File: config.mk
export PLATFORM = sky130hd
export DESIGN_NAME = alu_4bit_flat
export DESIGN_NICKNAME = d
export VERILOG_FILES = /design/src/rtl/alu_4bit_if.sv /design/src/rtl/alu_4bit.sv /design/src/flat_wrapper.sv
export SDC_FILE = /design/constraint.sdc
export NUM_CORES = 1
export LEC_CHECK = 0
export CAP_MARGIN = 20
export CORE_UTILIZATION = 40
export CTS_BUF_LIST = sky130_fd_sc_hd__clkbuf_8
export CTS_CLUSTER_DIAMETER = 30
export DETAILED_ROUTE_END_ITERATION = 10
export GPL_ROUTABILITY_DRIVEN = 0
export PLACE_DENSITY = 0.75
export SLEW_MARGIN = 30
export SYNTH_ARGS = -nofsm -noshare
export SYNTH_HDL_FRONTEND = slang
export SYNTH_SLANG_ARGS = --single-unit
File: constraint.sdc
create_clock -name clk -period 2.2 [get_ports clk]
set_input_delay 0.66 -clock clk [delete_from_list [all_inputs] [get_ports clk]]
set_output_delay 0.66 -clock clk [all_outputs]
set_load 0.01 [all_outputs]
File: src/rtl/alu_4bit_if.sv
// Operand/result bundle for alu_4bit: the master issues operations, the slave (the ALU)
// returns the registered result and flags.
interface alu_4bit_if;
   logic       in_valid;
   logic [3:0] a;
   logic [3:0] b;
   logic [1:0] sel;
   logic       out_valid;
   logic [4:0] result;
   logic       zero;
   logic       ovf;

   modport master (
      output in_valid, a, b, sel,
      input  out_valid, result, zero, ovf
   );

   modport slave (
      input  in_valid, a, b, sel,
      output out_valid, result, zero, ovf
   );
endinterface

File: src/rtl/alu_4bit.sv
// Registered 4-bit ALU (AND/OR/ADD/SUB) with a 5-bit result and one-cycle latency.
// Define ALU4_FLAGS_EN to build the zero/ovf flag logic; otherwise both flags are tied low.
module alu_4bit (
   input  logic      clk,
   input  logic      rst,
   alu_4bit_if.slave bus
);

   logic [4:0] sum_s;
   logic [4:0] diff_s;
   logic [4:0] op_s;
   logic [4:0] result_d;
   logic [4:0] result_q;
   logic       valid_q;

   assign sum_s  = {1'b0, bus.a} + {1'b0, bus.b};
   assign diff_s = {1'b0, bus.a} - {1'b0, bus.b};

   // Combinational datapath selected by the opcode.
   always_comb begin
      op_s = 5'b00000;
      case (bus.sel)
         2'b00:   op_s = {1'b0, bus.a & bus.b};
         2'b01:   op_s = {1'b0, bus.a | bus.b};
         2'b10:   op_s = sum_s;
         2'b11:   op_s = diff_s;
         default: op_s = 5'b00000;
      endcase
   end

   // Output stage only moves when an operation is accepted.
   always_comb begin
      result_d = result_q;
      if (bus.in_valid) begin
         result_d = op_s;
      end else begin
         result_d = result_q;
      end
   end

   // Result register and the one-cycle valid pulse.
   always_ff @(posedge clk) begin
      if (rst) begin
         result_q <= 5'b00000;
         valid_q  <= 1'b0;
      end else begin
         result_q <= result_d;
         valid_q  <= bus.in_valid;
      end
   end

   assign bus.result    = result_q;
   assign bus.out_valid = valid_q;

`ifdef ALU4_FLAGS_EN
   logic zero_d;
   logic zero_q;
   logic ovf_d;
   logic ovf_q;

   // Flags follow the same accept/hold rule as the result; overflow treats operands as signed.
   always_comb begin
      zero_d = zero_q;
      ovf_d  = ovf_q;
      if (bus.in_valid) begin
         zero_d = (op_s == 5'b00000);
         case (bus.sel)
            2'b10:   ovf_d = (bus.a[3] == bus.b[3]) && (sum_s[3] != bus.a[3]);
            2'b11:   ovf_d = (bus.a[3] != bus.b[3]) && (diff_s[3] != bus.a[3]);
            default: ovf_d = 1'b0;
         endcase
      end else begin
         zero_d = zero_q;
         ovf_d  = ovf_q;
      end
   end

   // Flag registers; a reset result of zero reports zero=1.
   always_ff @(posedge clk) begin
      if (rst) begin
         zero_q <= 1'b1;
         ovf_q  <= 1'b0;
      end else begin
         zero_q <= zero_d;
         ovf_q  <= ovf_d;
      end
   end

   assign bus.zero = zero_q;
   assign bus.ovf  = ovf_q;
`else
   assign bus.zero = 1'b0;
   assign bus.ovf  = 1'b0;
`endif

endmodule

File: src/flat_wrapper.sv
// flat-port wrapper written by rule: the top's interface ports become plain ports
module alu_4bit_flat 
  (clk, rst, bus_in_valid, bus_a, bus_b, bus_sel, bus_out_valid, bus_result, bus_zero, bus_ovf);
  alu_4bit_if bus_i ();
  input  logic clk;
  input  logic rst;
  input wire logic [$bits(bus_i.in_valid)-1:0] bus_in_valid;
  input wire logic [$bits(bus_i.a)-1:0] bus_a;
  input wire logic [$bits(bus_i.b)-1:0] bus_b;
  input wire logic [$bits(bus_i.sel)-1:0] bus_sel;
  output wire logic [$bits(bus_i.out_valid)-1:0] bus_out_valid;
  output wire logic [$bits(bus_i.result)-1:0] bus_result;
  output wire logic [$bits(bus_i.zero)-1:0] bus_zero;
  output wire logic [$bits(bus_i.ovf)-1:0] bus_ovf;
  assign bus_i.in_valid = bus_in_valid;
  assign bus_i.a = bus_a;
  assign bus_i.b = bus_b;
  assign bus_i.sel = bus_sel;
  assign bus_out_valid = bus_i.out_valid;
  assign bus_result = bus_i.result;
  assign bus_zero = bus_i.zero;
  assign bus_ovf = bus_i.ovf;
  alu_4bit u_core (.clk(clk), .rst(rst), .bus(bus_i));
endmodule
==> results.rst, run 1 <==
.. list-table::
   :header-rows: 1

   * - Metric
     - Value
   * - Filler cell count in the final layout
     - 98
   * - Master of the slowest instance on the critical path
     - ha_1
   * - Global routing usage summed across all routing layers
     - 0.2023
   * - Ratio of final minimum period to clock period
     - 1.007
   * - Number of pins exceeding their max-slew limit in the final report
     - 0
   * - Growth of design area from synthesis to finish
     - 71.70%
   * - Total buffers and inverters traversed by the critical path
     - 2
   * - Count of antenna diodes in the layout
     - 0
   * - Routed length per instance
     - 13.80 um
   * - DRT iter0 DRCs
     - 8
   * - Die Span Y
     - just over 40 um
   * - Std cell rows
     - 13
   * - Vias in the first global route
     - 510
   * - Maximum clock frequency
     - between 400 and 500 MHz
   * - Post-synthesis cell count
     - 73
   * - Core footprint
     - about 1300 um^2
   * - Final Total Pwr
     - roughly 510 uW
   * - Max VDD drop
     - approximately 0.23 mV
   * - Depth of the worst register-to-register path
     - 2
   * - Antenna violations before repair
     - 0
   * - Setup skew after layout
     - 0 ns
   * - Violated checks
     - negative setup slack
   * - Type of the worst setup path
     - in2reg
   * - Number of clock sinks seen by CTS
     - 6
   * - Shortest clock period the worst path allows after layout
     - around 2.2 ns
   * - Non-filler instance count after layout
     - 123
   * - Post-layout utilization of the core
     - 0.7570
   * - Worst setup timing slack at the placement stage
     - -0.5929 ns
   * - Via Count
     - roughly 640
   * - Global route overflow
     - 0
   * - Worst hold path type
     - reg2reg
   * - TritonCTS Buffers
     - 3
   * - Pwr per Cell Area
     - approximately 500 nW/um^2
   * - Number of max-cap violations
     - 0
   * - Endpoint required time on the critical path
     - approximately 2.3 ns
   * - Number of cells in the design after placement
     - approximately 120
   * - Biggest cell delay along the critical path
     - a little under 0.3 ns
   * - Layout cell share with drive strength beyond 1
     - 0.3796
   * - Yosys synthesis warning count
     - 0
   * - Final number of setup-violating endpoints
     - 1
   * - Wire length of the first global-routing pass
     - about 2.1 mm
   * - Run status
     - finished, violations left
   * - Largest delay share family, worst path
     - compound AO/OA/AOI/OAI gates
   * - Number of buffers on the longest clock path
     - 2
   * - Initial standard-cell utilization of the core
     - 0.4409
   * - Distinct cell type count of the synthesized netlist
     - 30
   * - Final antenna-violating net count
     - 0
   * - Synth Register Bits
     - 6
   * - CP arrival
     - around 2.4 ns
   * - Maximum number of pins on one net before global-route repair
     - 11
   * - Crit start category
     - input pin
   * - Maximum fanout along the worst path
     - 3
   * - Half-perimeter wire length after placement
     - about 1.1 mm
   * - Cell type contributing the most total cell area after synthesis
     - dfxtp_1
   * - Worst hold slack across all endpoints
     - 0.4662 ns
   * - Width of the die
     - about 40 um
   * - Count of buffers inserted at the top-level ports
     - 18
   * - Number of hold-slack violations in the final timing report
     - 0
   * - DRC errors left
     - 0
   * - CTS H-tree lvls
     - 1
   * - Total die area
     - 1627 um^2
   * - Final net count
     - between 100 and 150
   * - Instance count along the most critical hold path
     - 2
   * - Mapped Avg Cell Area
     - 8.056 um^2
   * - Crit path top cell by count
     - xor2_1
   * - Setup ws final
     - -0.01525 ns
   * - Synth Cell Area
     - 588.1 um^2
   * - Clock tree from TritonCTS
     - done
   * - Top area cells in the synthesized netlist
     - dfxtp_1, ha_1, a21oi_1, nor2_1, inv_1
   * - First-pass iteration count of the detailed router
     - 4
   * - Cell Chain, Critical Path
     - clkdlybuf4s15_1, buf_6, o31ai_4, xor2_1, ha_1, nor2_2, a21oi_2, xor2_1, o31ai_2
   * - Leak
     - 0.4497 nW
   * - CTS Hold Bufs
     - 0
   * - Share of the yosys chip area belonging to registers
     - 0.2043
   * - Worst-skew pair later-pin latency
     - around 0.22 ns
   * - Via density per instance
     - 5.236
   * - Post-synth top area share
     - 0.2043
   * - Clock edge transition at the registers on the reported setup and hold paths
     - approximately 0.040 ns
   * - IO Count
     - 21
   * - Wire length after detailed routing
     - 1.698 mm
   * - Buffer type at the clock tree root
     - clkbuf_8
   * - Setup crit end kind
     - flip-flop
   * - Number of stages on the worst setup path
     - 9
-- synthesized netlist by cell type, drive strengths merged --
| cell type | instances |
|---|---|
| a21oi | 8 |
| nor2 | 8 |
| ha | 7 |
| inv | 7 |
| dfxtp | 6 |
| nand2 | 5 |
| buf | 4 |
| nand2b | 4 |
| o21ai | 3 |
| a211oi | 2 |
| o31ai | 2 |
| xor2 | 2 |
| a21boi | 1 |
| a311oi | 1 |
| a31oi | 1 |
| clkbuf | 1 |
| conb | 1 |
| fa | 1 |
| mux2i | 1 |
| nand3b | 1 |
| nor2b | 1 |
| nor3 | 1 |
| o2111ai | 1 |
| o211ai | 1 |
| o31a | 1 |
| or3b | 1 |
| xnor2 | 1 |
-- sequential cells by signal, summed over array words and instances, names as in the netlist --
name and cells:
u_core.bus.result 5, u_core.bus.out_valid 1
-- area by class of cell --
type | count | area (um^2) | share of cell area
multi-input combinational | 56 | 490.5 | 0.4857
sequential | 6 | 120.1 | 0.1190
tap | 15 | 18.77 | 0.01859
inverter | 7 | 26.28 | 0.02602
timing repair buffer | 36 | 312.8 | 0.3098
clock buffer | 3 | 41.29 | 0.04089
-- layout by cell type (no fill, tap or decap), types with 2 or more instances in the layout --
cell type	count
nand2_1	3
nand2b_1	3
inv_2	3
conb_1	2
nor2_1	7
a21oi_1	5
a21oi_2	2
dfxtp_1	6
xor2_1	2
dlygate4sd2_1	3
clkbuf_8	3
clkdlybuf4s50_1	12
ha_1	4
buf_4	17
ha_4	2
a211oi_1	2
inv_1	4
-- worst reg2reg max path, stage by stage (launching register included) --
cell and delay [ns]:
dfxtp_1 0.31, or3b_2 0.47, o31ai_2 0.08
-- path summary, 6_finish.rpt --
path	from	to	slack, ns
setup / recovery	bus_b[0]	u_core.bus.result[4]	-0.02
hold / removal	u_core.bus.result[0]	u_core.bus.result[0]	0.47
setup reg to reg	u_core.bus.result[4]	u_core.bus.result[4]	1.26
hold reg to reg	u_core.bus.result[0]	u_core.bus.result[0]	0.47
-- what timing repair did --
action                                  in CTS  in global routing
endpoints found under the hold margin        0                  0
pin swaps                                    7                  7
cloned                                       0                  0
endpoints found under the setup margin       4                  3
buffers inserted                             0                  4
gates resized for setup                     19                 12
-- routing by layer --
layer,global-route usage,part of all wire
met1,0.2270,0.42
met4,0.07500,0.022
met5,0,0
met2,0.3730,0.51
met3,0.03333,0.047
-- cell families after synthesis --
| kind of cell | count (synthesis) | synth area share |
|---|---|---|
| AO/OA/AOI/OAI | 21 | 0.2447 |
| flip-flops | 6 | 0.2043 |
| multiplexers | 1 | 0.01702 |
| XOR/XNOR | 3 | 0.04469 |
| adder cells (fa/ha/maj) | 8 | 0.1830 |
| AND/OR/NAND/NOR | 21 | 0.1851 |
| other | 1 | 0.006377 |
| buffers and inverters | 12 | 0.1149 |
-- power by group --
part | switching, mW | internal [mW]
combinational | 0.105 | 0.116
clock | 0.0461 | 0.117
sequential | 0.00373 | 0.118
total | 0.155 | 0.352
-- through the flow --
step / cell area, um^2 / setup TNS [ns]
4_1_cts: 937.1 / 0
3_5_place_dp: 854.6 / -1.890
5_1_grt: 1010 / -0.08571
2_1_floorplan: 591.8 / 0
6_report: 1010 / -0.01525
3_3_place_gp: 854.6 / -1.650
(Power assumes the default switching activity.)
==> run 2, diff against run 1 <==
--- a/config.mk
+++ b/config.mk
@@ -5,13 +5,14 @@
 export SDC_FILE = /design/constraint.sdc
 export NUM_CORES = 1
 export LEC_CHECK = 0
+export ABC_AREA = 1
 export CAP_MARGIN = 20
 export CORE_UTILIZATION = 40
 export CTS_BUF_LIST = sky130_fd_sc_hd__clkbuf_8
 export CTS_CLUSTER_DIAMETER = 30
 export DETAILED_ROUTE_END_ITERATION = 10
 export GPL_ROUTABILITY_DRIVEN = 0
-export PLACE_DENSITY = 0.75
+export PLACE_DENSITY = 0.74
 export SLEW_MARGIN = 30
 export SYNTH_ARGS = -nofsm -noshare
 export SYNTH_HDL_FRONTEND = slang
==> run 2 against run 1 <==
Net effect: the run now ends clean; critical endpoint is now u_core.bus.result[3]; area after synthesis increased by 7.0%; core utilization decreased by 1.8 points; combinational power decreased by 3%; sequential power about the same.
==> results.rst, run 2 <==
.. list-table::
   :header-rows: 1

   * - Metric
     - Value
   * - Pwr per Cell Area
     - 489.6 nW/um^2 (-2.4%)
   * - Leading register cell type out of synthesis
     - dfxtp_1
   * - Layout cell share with drive strength beyond 1
     - 0.3060 (-0.07366)
   * - Most common cell in the netlist
     - nand2_1
   * - Count of buffers inserted at the top-level ports
     - 18 (unchanged)
   * - Max VDD drop
     - 0.4815 mV (+110%)
   * - Worst setup timing slack at the placement stage
     - -0.4734 ns (+0.1195 ns)
   * - Ratio of final minimum period to clock period
     - 0.9639 (-0.04306)
   * - Most common cell after layout, fill and taps aside
     - nand2_1
   * - Half-perimeter wire length after placement
     - 1.288 mm (+23%)
   * - Leak
     - 0.5178 nW (+15%)
   * - IO Count
     - 21 (unchanged)
   * - Leading cell types in the layout, fill and taps excluded
     - nand2_1, buf_4, inv_1, clkdlybuf4s50_1, nand3_1
   * - DRT iter0 DRCs
     - 19 (+11)
   * - Post-synth ARST share
     - 0 (unchanged)
   * - Post-synth top cells
     - nand2_1, inv_1, nand3_1
   * - Std cell rows
     - 13 (unchanged)
   * - Number of buffers on the longest clock path
     - 2 (unchanged)
   * - Maximum clock frequency
     - 471.6 MHz (+4.5%)
   * - Synth Cell Area
     - 629.4 um^2 (+7.0%)
   * - Maximum fanout along the worst path
     - 6 (+3)
   * - Vias in the first global route
     - 764 (+50%)
   * - CTS Hold Bufs
     - 0 (unchanged)
   * - Setup crit end kind
     - flip-flop
   * - Reg2Reg Setup Slack
     - 1.55 ns (+0.29 ns)
   * - Worst hold path type
     - reg2reg
   * - Post-synthesis cell count
     - 97 (+33%)
   * - Cell type contributing the most total cell area after synthesis
     - dfxtp_1
   * - Count of antenna diodes in the layout
     - 0 (unchanged)
   * - Cell Chain, Critical Path
     - dlygate4sd2_1, inv_2, ha_2, nor2_2, xor2_1, ha_2, a21oi_2, nand2_1, nand2_1, nand3_1, a21oi_2
   * - Setup ws final
     - 0.07948 ns (+0.09473 ns)
   * - Type of the worst setup path
     - in2reg
   * - Maximum number of pins on one net before global-route repair
     - 9 (-2)
   * - Antenna violations before repair
     - 0 (unchanged)
   * - Master of the slowest instance on the critical path
     - ha_2
   * - Number of enable flip-flop cells after synthesis
     - 0 (unchanged)
   * - Via density per instance
     - 4.826 (-7.8%)
   * - CP arrival
     - 2.28 ns (-0.07 ns)
   * - Biggest cell delay along the critical path
     - 0.35 ns (+0.06 ns)
   * - Reg2Reg Launch Point
     - u_core.bus.result[1]
   * - Wire length after detailed routing
     - 1.663 mm (-2.1%)
   * - Crit start category
     - input pin
   * - Worst-skew pair later-pin latency
     - 0.22 ns (about the same)
   * - Wire length of the first global-routing pass
     - 2.932 mm (+38%)
   * - Width of the die
     - 41.67 um (+3.3%)
   * - Post-synth top area share
     - 0.1909 (-0.01340)
   * - Endpoint, Worst Hold
     - u_core.bus.result[2]
   * - Global route overflow
     - 0 (unchanged)
   * - First-pass iteration count of the detailed router
     - 4 (unchanged)
   * - Number of max-cap violations
     - 0 (unchanged)
   * - Clock tree from TritonCTS
     - done
   * - Initial standard-cell utilization of the core
     - 0.4552 (+0.01430)
   * - Number of pins exceeding their max-slew limit in the final report
     - 0 (unchanged)
   * - Top area cells in the synthesized netlist
     - dfxtp_1, ha_1, nand2_1, inv_1, nand3_1
   * - Die Span Y
     - 41.67 um (+3.3%)
   * - Growth of design area from synthesis to finish
     - 62.43%
   * - Mapped Avg Cell Area
     - 6.488 um^2 (-19%)
   * - DRC errors left
     - 0 (unchanged)
   * - Hold path startpoint
     - u_core.bus.result[2]
   * - Number of clock sinks seen by CTS
     - 6 (unchanged)
   * - Clock edge transition at the registers on the reported setup and hold paths
     - 0.04 ns (about the same)
   * - Total die area
     - 1736 um^2 (+6.7%)
   * - Number of flip-flops under the largest register name
     - 5 (unchanged)
   * - TritonCTS Buffers
     - 3 (unchanged)
   * - Yosys synthesis warning count
     - 0 (unchanged)
   * - Final number of setup-violating endpoints
     - 0 (-1)
   * - Filler cell count in the final layout
     - 116 (+18%)
   * - Final antenna-violating net count
     - 0 (unchanged)
   * - Endpoint required time on the critical path
     - 2.36 ns (+0.02 ns)
   * - Number of hold-slack violations in the final timing report
     - 0 (unchanged)
   * - CTS H-tree lvls
     - 1 (unchanged)
   * - Core footprint
     - 1383 um^2 (+3.7%)
   * - R2r endpoint
     - u_core.bus.result[1]
   * - Buffer type at the clock tree root
     - clkbuf_8
   * - Share of the yosys chip area belonging to registers
     - 0.1909 (-0.01340)
   * - Global routing usage summed across all routing layers
     - 0.2207 (+0.01845)
   * - Via Count
     - 719 (+12%)
   * - Synth Register Bits
     - 6 (unchanged)
   * - Run status
     - finished clean
   * - Distinct cell type count of the synthesized netlist
     - 21 (-30%)
   * - Instance count along the most critical hold path
     - 2 (unchanged)
   * - Shortest clock period the worst path allows after layout
     - 2.121 ns (-0.09473 ns)
   * - Setup skew after layout
     - 0 ns (unchanged)
   * - Post-layout utilization of the core
     - 0.7394 (-0.01767)
   * - Depth of the worst register-to-register path
     - 2 (unchanged)
   * - Routed length per instance
     - 11.16 um (-19%)
   * - Final net count
     - 157 (+20%)
run 2: cell count changes in the layout (fill, tap and decap cells not counted), sizes merged, moves of 3 or more:
cell / before / now
inv: 7 / 20
nand2: 5 / 22
nand2b: 4 / 0
nand3: 0 / 10
o21ai: 3 / 6
run 2: cell type report:
class | instances | area, um^2 | area share
sequential | 6 | 120.1 | 0.1175
multi-input combinational | 69 | 456.7 | 0.4468
timing repair buffer | 36 | 310.3 | 0.3036
clock buffer | 3 | 41.29 | 0.04039
tap | 15 | 18.77 | 0.01836
inverter | 20 | 75.07 | 0.07344
run 2: per-layer routing:
layer,wire length [um],GRT usage
met5,0,0
met2,828,0.4000
met1,789,0.2400
met3,45,0.07391
met4,0,0.06452
run 2: worst max path at each step:
stage	from	to	slack, ns	cells after the start
2_1_floorplan	bus_sel[1]	u_core.bus.result[4]	0.16	12
3_3_place_gp	bus_b[1]	u_core.bus.result[3]	-0.43	11
3_5_place_dp	bus_b[1]	u_core.bus.result[4]	-0.47	12
4_1_cts	bus_b[0]	u_core.bus.result[4]	0.08	13
5_1_grt	bus_b[1]	u_core.bus.result[2]	-0.04	12
6_report	bus_b[1]	u_core.bus.result[3]	0.08	11
run 2: power breakdown:
group / internal [mW] / total, mW / switching [mW] / leakage, nW
Sequential: 0.118 / 0.122 / 0.00381 / 0.0497
Combinational: 0.108 / 0.215 / 0.107 / 0.447
Clock: 0.117 / 0.164 / 0.0464 / 0.0216
run 2: logic make-up after synthesis:
| group | after synthesis | synth area share |
|---|---|---|
| and+or+nand+nor | 40 | 0.2704 |
| DFF | 6 | 0.1909 |
| other | 1 | 0.005958 |
| adders and majority gates | 8 | 0.1710 |
| xor gates and xnor gates | 2 | 0.02784 |
| buffers and inverters | 23 | 0.1610 |
| AOI/OAI and AO/OA | 17 | 0.1729 |
run 2: repair_timing:
action | CTS | global route
setup endpoints to repair | 4 | 3
gates resized for setup | 13 | 6
setup buffers | 1 | 1
pin swaps | 10 | 7
run 2: metrics by stage:
stage                     setup TNS [ns]  std cells  instance area (um^2)  hold slack (ns)  power (mW)
after detailed placement          -1.725        144                 925.9           0.4643      0.3127
final                                  0        149                  1022           0.4767      0.5004
after floorplan                        0         98                 633.1           0.4817      0.2286
after global placement            -1.511        144                 925.9           0.4560      0.3062
after global routing            -0.09069        149                  1022           0.4955      0.5385
after CTS                              0        148                 994.7           0.4760      0.4947
run 2: worst max-delay path: cells and delay by family:
kind	cells	cell delay, ns
and+or+nand+nor	4	0.31
xor gates and xnor gates	1	0.19
AOI/OAI and AO/OA	2	0.27
buffers and inverters	2	0.30
adders and majority gates	2	0.53
